## config.mk

```make
export PLATFORM = sky130hd
export DESIGN_NAME = maze_path_stack_flat
export DESIGN_NICKNAME = d
export VERILOG_FILES = /design/src/rtl/maze_path_stack_if.sv /design/src/rtl/maze_path_stack.sv /design/src/flat_wrapper.sv
export SDC_FILE = /design/constraint.sdc
export NUM_CORES = 1
export LEC_CHECK = 0
export ABC_AREA = 1
export BUFFER_PORTS_ARGS = -buffer_cell sky130_fd_sc_hd__buf_2
export CAP_MARGIN = 20
export CORE_MARGIN = 1
export CORE_UTILIZATION = 60
export DETAILED_ROUTE_END_ITERATION = 16
export PLACE_DENSITY = 0.82
export SLEW_MARGIN = 30
export SYNTH_ARGS = -nofsm -noshare
export SYNTH_HDL_FRONTEND = slang
export SYNTH_SLANG_ARGS = --single-unit
```

## constraint.sdc

```tcl
create_clock -name clk -period 6.6 [get_ports clk]
set_input_delay 0.33 -clock clk [delete_from_list [all_inputs] [get_ports clk]]
set_output_delay 0.33 -clock clk [all_outputs]
set_load 0.005 [all_outputs]
```

## src/rtl/maze_path_stack_if.sv

```systemverilog
// maze_path_stack_if: solver-side push/pop/run and replay valid/ready handshake bundle
interface maze_path_stack_if;
    logic       push;
    logic       pop;
    logic [1:0] dir_in;
    logic       run;
    logic       dir_ready;
    logic [1:0] dir_out;
    logic       dir_valid;
    logic       replay_done;

    modport master (
        output push, pop, dir_in, run, dir_ready,
        input  dir_out, dir_valid, replay_done
    );

    modport slave (
        input  push, pop, dir_in, run, dir_ready,
        output dir_out, dir_valid, replay_done
    );
endinterface

```

## src/rtl/maze_path_stack.sv

```systemverilog
// maze_path_stack: LIFO of solver moves, replayed oldest-first over valid/ready once solving is done
module maze_path_stack #(
    parameter int DEPTH  = 256,
    parameter int ADDR_W = 8
) (
    input  logic               clk,
    input  logic               rst,
    input  logic               clr,
    maze_path_stack_if.slave   bus,
    output logic [ADDR_W:0]    count,
    output logic               empty,
    output logic               full,
    output logic               ovf
);
    typedef enum logic [1:0] {RECORD, REPLAY, FINISH} state_t;

    state_t            state, state_d;
    logic [ADDR_W:0]   sp, sp_d;
    logic [ADDR_W-1:0] rp, rp_d, top, wa;
    logic              ovf_d, we;
    logic [1:0]        mem [DEPTH];

    // sp carries one extra bit so a completely full stack is distinguishable from empty
    assign count = sp;
    assign empty = (sp == '0);
    assign full  = sp[ADDR_W];
    assign top   = sp[ADDR_W-1:0] - 1'b1;

    // state, pointers and sticky overflow; reset aborts any replay immediately
    always_ff @(posedge clk or negedge rst) begin
        if (!rst) begin
            state <= RECORD;
            sp    <= '0;
            rp    <= '0;
            ovf   <= 1'b0;
        end else begin
            state <= state_d;
            sp    <= sp_d;
            rp    <= rp_d;
            ovf   <= ovf_d;
        end
    end

    // register-array storage; contents survive reset and clear
    always_ff @(posedge clk) begin
        if (we) mem[wa] <= bus.dir_in;
    end

    // next-state, pointer updates and handshake outputs with clr > run > push/pop priority
    always_comb begin
        state_d         = state;
        sp_d            = sp;
        rp_d            = rp;
        ovf_d           = ovf;
        we              = 1'b0;
        wa              = sp[ADDR_W-1:0];
        bus.dir_valid   = (state == REPLAY);
        bus.replay_done = (state == FINISH);
        bus.dir_out     = (state == REPLAY) ? mem[rp] : 2'd0;
        if (clr) begin
            state_d = RECORD;
            sp_d    = '0;
            rp_d    = '0;
            ovf_d   = 1'b0;
        end else begin
            case (state)
                RECORD: begin
                    if (bus.run) begin
                        rp_d    = '0;
                        state_d = empty ? FINISH : REPLAY;
                    end else if (bus.push && bus.pop && !empty) begin
                        we = 1'b1;
                        wa = top;
                    end else if (bus.push && !full) begin
                        we   = 1'b1;
                        sp_d = sp + 1'b1;
                    end else if (bus.push && !bus.pop) begin
                        ovf_d = 1'b1;
                    end else if (bus.pop && !bus.push && !empty) begin
                        sp_d = sp - 1'b1;
                    end
                end
                REPLAY: begin
                    if (bus.dir_ready) begin
                        if (rp == top) state_d = FINISH;
                        else           rp_d    = rp + 1'b1;
                    end
                end
                FINISH: begin
                    if (bus.run) begin
                        rp_d    = '0;
                        state_d = REPLAY;
                    end
                end
                default: state_d = RECORD;
            endcase
        end
    end
endmodule

```

## src/flat_wrapper.sv

```systemverilog
// flat-port wrapper written by rule: the top's interface ports become plain ports
module maze_path_stack_flat 
#(
    parameter int DEPTH  = 256,
    parameter int ADDR_W = 8
)
  (clk, rst, clr, count, empty, full, ovf, bus_push, bus_pop, bus_dir_in, bus_run, bus_dir_ready, bus_dir_out, bus_dir_valid, bus_replay_done);
  maze_path_stack_if bus_i ();
  input  logic clk;
  input  logic rst;
  input  logic clr;
  output logic [ADDR_W:0] count;
  output logic empty;
  output logic full;
  output logic ovf;
  input wire logic [$bits(bus_i.push)-1:0] bus_push;
  input wire logic [$bits(bus_i.pop)-1:0] bus_pop;
  input wire logic [$bits(bus_i.dir_in)-1:0] bus_dir_in;
  input wire logic [$bits(bus_i.run)-1:0] bus_run;
  input wire logic [$bits(bus_i.dir_ready)-1:0] bus_dir_ready;
  output wire logic [$bits(bus_i.dir_out)-1:0] bus_dir_out;
  output wire logic [$bits(bus_i.dir_valid)-1:0] bus_dir_valid;
  output wire logic [$bits(bus_i.replay_done)-1:0] bus_replay_done;
  assign bus_i.push = bus_push;
  assign bus_i.pop = bus_pop;
  assign bus_i.dir_in = bus_dir_in;
  assign bus_i.run = bus_run;
  assign bus_i.dir_ready = bus_dir_ready;
  assign bus_dir_out = bus_i.dir_out;
  assign bus_dir_valid = bus_i.dir_valid;
  assign bus_replay_done = bus_i.replay_done;
  maze_path_stack #(.DEPTH(DEPTH), .ADDR_W(ADDR_W)) u_core (.clk(clk), .rst(rst), .clr(clr), .bus(bus_i), .count(count), .empty(empty), .full(full), .ovf(ovf));
endmodule
```

==> flow_metrics.tcl <==
set metrics [dict create \
    outcome "finished clean" \
    drtIter0Drc 2679 \
    cts_sinks 532 \
    tightest_slew_ns 1.05 \
    dpl-instance-area_sq_um 24400 \
    fp-row-count 72 \
    layout_commonest_cell "nand2_1" \
    ant_nets 0 \
    synth.yosys.seq_area_share_pct 66.1 \
    cts_resized 0 \
    ctsLongestPathBuffers 3 \
    first_global_vias 17500 \
    port_buffers 24 \
    nFillCells 2810 \
    drv_cap 0 \
    antenna_found_initial 0 \
    multi_input_area_sq_um 7210 \
    routedWlPerCell_um 21.0 \
    clock_latency_ns 0.61 \
    synthToLayoutAreaGrowth_pct 8.90 \
    seq_area_sq_um 15900 \
    final_max_slew_viol_count 0 \
    end_kind "output port" \
    core_sq_um 39100 \
    die_y_um 202 \
    pwr_density_cell_nw_per_um2 333 \
    synth_cells 2392 \
    max_slew_margin_pct 29.8 \
    start_util_pct 61.4 \
    hold_viol 0 \
    path_max_fanout 123 \
    setup_viol 0 \
    nets 2364 \
    die_area_sq_um 40800 \
    vias 17700 \
    grt_pass1_wl_mm 93.9 \
    die_width_um 202 \
    max_freq_mhz 217 \
    totalWireLength_mm 61.0 \
    cts_tree "done" \
    htreeDepth 2 \
    ys_types 41 \
    arrival_ns 4.28 \
    vias_per_cell 6.10 \
    diodes 0 \
    rsz0062_at_grt "no" \
    drt_first_pass_iters 7 \
    grt_overflow_total 0 \
    post-route-min-period_ns 4.61 \
    ctsRootBufferMaster "clkbuf_16" \
    design_area_sq_um 26200 \
    postSynth.asyncResetShare_pct 3.76 \
    fin_crit_sh_pct 69.9 \
    synth-edff-count 512 \
    synthesis.area_sq_um 24000 \
    final_cell_mix "nand2_1 (552), nor2_1 (525), edfxtp_1 (512), nand3_1 (251), o21ai_0 (130)" \
    dpl.hpwl_mm 34.1 \
    io_pins 25 \
    yosysWarningCount 0 \
    grt_usage_pct 30.1 \
    critical_path_class "reg2out" \
    tns_ns 0 \
    drc 0 \
    cts_buffers 54 \
    gp_congestion 0.877 \
    p_leak_nw 9.30 \
    skew_ns 0.0173 \
    worst_setup_path_start_kind "register" \
    synth_ff_type "edfxtp_1" \
    critical_path_required_ns 6.27 \
    ys_seq_elements 532 \
    clkSlewWorstSetupHoldPaths_ns 0.06 \
    grt_max_degree 234 \
    layout-drive-gt1-share_pct 7.79 \
    syn_area_per_cell_sq_um 10.0 \
    ir_worst_vdd_uv 214 \
    synth_nets 2411 \
    hold_path_class "in2reg" \
]
[sequential cells by signal, indices dropped and copies added, names as in the netlist]
name	count
u_core.state	2
u_core.count	9
u_core.ovf	1
u_core.mem	512
u_core.rp	8
[layout make-up]
class                           count  share of cell area, %
Sequential cell                   532                   60.7
Clock buffer                       68                   5.53
Timing Repair Buffer               42                   1.22
Multi-Input combinational cell   1621                   27.6
Tap cell                          518                   2.48
Clock inverter                     30                   1.08
Inverter                           94                   1.38
[stage by stage]
| stage | power (mW) | worst slack, ns | hold WS [ns] | util (%) | instances |
|---|---|---|---|---|---|
| 2_1_floorplan | 5.16 | 3.97 | 0.0344 | - | 2392 |
| 3_3_place_gp | 5.63 | 2.75 | 0.301 | 62.2 | 2804 |
| 3_5_place_dp | 5.70 | 2.80 | 0.314 | 62.3 | 2804 |
| 4_1_cts | 8.66 | 2.12 | 0.00374 | 66.8 | 2904 |
| 5_1_grt | 9.03 | 1.90 | 0.0532 | 66.9 | 2905 |
| 6_report | 8.70 | 1.99 | 0.0174 | 66.9 | 2905 |
[worst max-delay path: stages (launching register included)]
cell	delay [ns]
dfrtp_4	0.67
inv_6	0.70
buf_4	0.56
nand2_1	0.12
nand2_1	0.09
nand2_1	0.05
nand3_1	0.12
nand3_1	0.12
nand2_1	0.10
nand3_1	0.15
nand3_1	0.25
nand3_1	0.18
a21oi_1	0.25
buf_2	0.16
[final timing paths]
path / cells after the start / end / slack, ns / startpoint
worst min-delay path: 3 / u_core.ovf$_DFFE_PN0P_ / 0.02 / bus_push
worst min register to register: 2 / u_core.ovf$_DFFE_PN0P_ / 0.49 / u_core.ovf$_DFFE_PN0P_
worst max register to register: 13 / u_core.mem[81][1]$_DFFE_PP_ / 2.83 / u_core.count[0]$_DFFE_PN0P_
max in group asynchronous: 2 / u_core.rp[1]$_DFFE_PN0P_ / 6.01 / rst
worst max-delay path: 13 / bus_dir_out[0] / 1.99 / u_core.rp[0]$_DFFE_PN0P_
min in group asynchronous: 2 / u_core.state[0]$_DFFE_PN0P_ / 0.23 / rst
[synthesized netlist by cell type (2+ instances only)]
cell        n  area share [%]
nand2_1   552             8.6
nor2_1    525             8.2
edfxtp_1  512              64
nand3_1   256             5.3
o21ai_0   130             2.7
clkbuf_1   78             1.2
inv_1      73             1.1
a21oi_1    47            0.98
buf_2      40            0.83
buf_1      24            0.38
dfrtp_1    20             2.1
inv_2      16            0.25
nand3_2    13            0.54
nand4_1    12            0.31
ha_1        9            0.47
nand2_2     9            0.23
nor2_4      8            0.38
o22ai_1     7            0.18
xnor2_1     7            0.26
xor2_1      7            0.26
nor2_2      6            0.16
o211ai_1    6            0.19
clkinv_1    5           0.078
o21ai_2     5            0.18
nor3_1      4           0.083
nor4_1      3           0.078
a211oi_1    2           0.063
buf_4       2           0.063
or2_2       2           0.052
[logic make-up (layout without fill, tap and decap cells)]
family | after synthesis | count (layout) | share of synthesized area (%)
AO/OA/AOI/OAI | 199 | 199 | 4.37
adder cells (fa/ha/maj) | 10 | 10 | 0.552
buffers and inverters | 239 | 234 | 4.01
AND/OR/NAND/NOR | 1396 | 1396 | 24.3
XOR/XNOR | 16 | 16 | 0.693
flip-flops | 532 | 532 | 66.1
[per-layer routing]
metal	vias to the layer above	part of all wire [%]	wire (um)	track usage [%]
li1	7991	-	-	-
met5	-	0	0	0
met4	0	3.9	2390	12.8
met2	1140	47	28900	49.1
met3	169	12	7080	5.85
met1	8435	37	22600	39.5
[where the power goes]
part	internal [mW]	switching, mW	leakage, nW
registers	3.73	0.0892	4.87
logic	0.501	1.37	3.60
clock network	1.74	1.27	0.841
[timing repair]
item / 4_1_cts / 5_1_grt
endpoints found under the hold margin: 21 / 0
setup buffers: 0 / 0
hold buffers: 2 / 0
(Power assumes the default switching activity.)
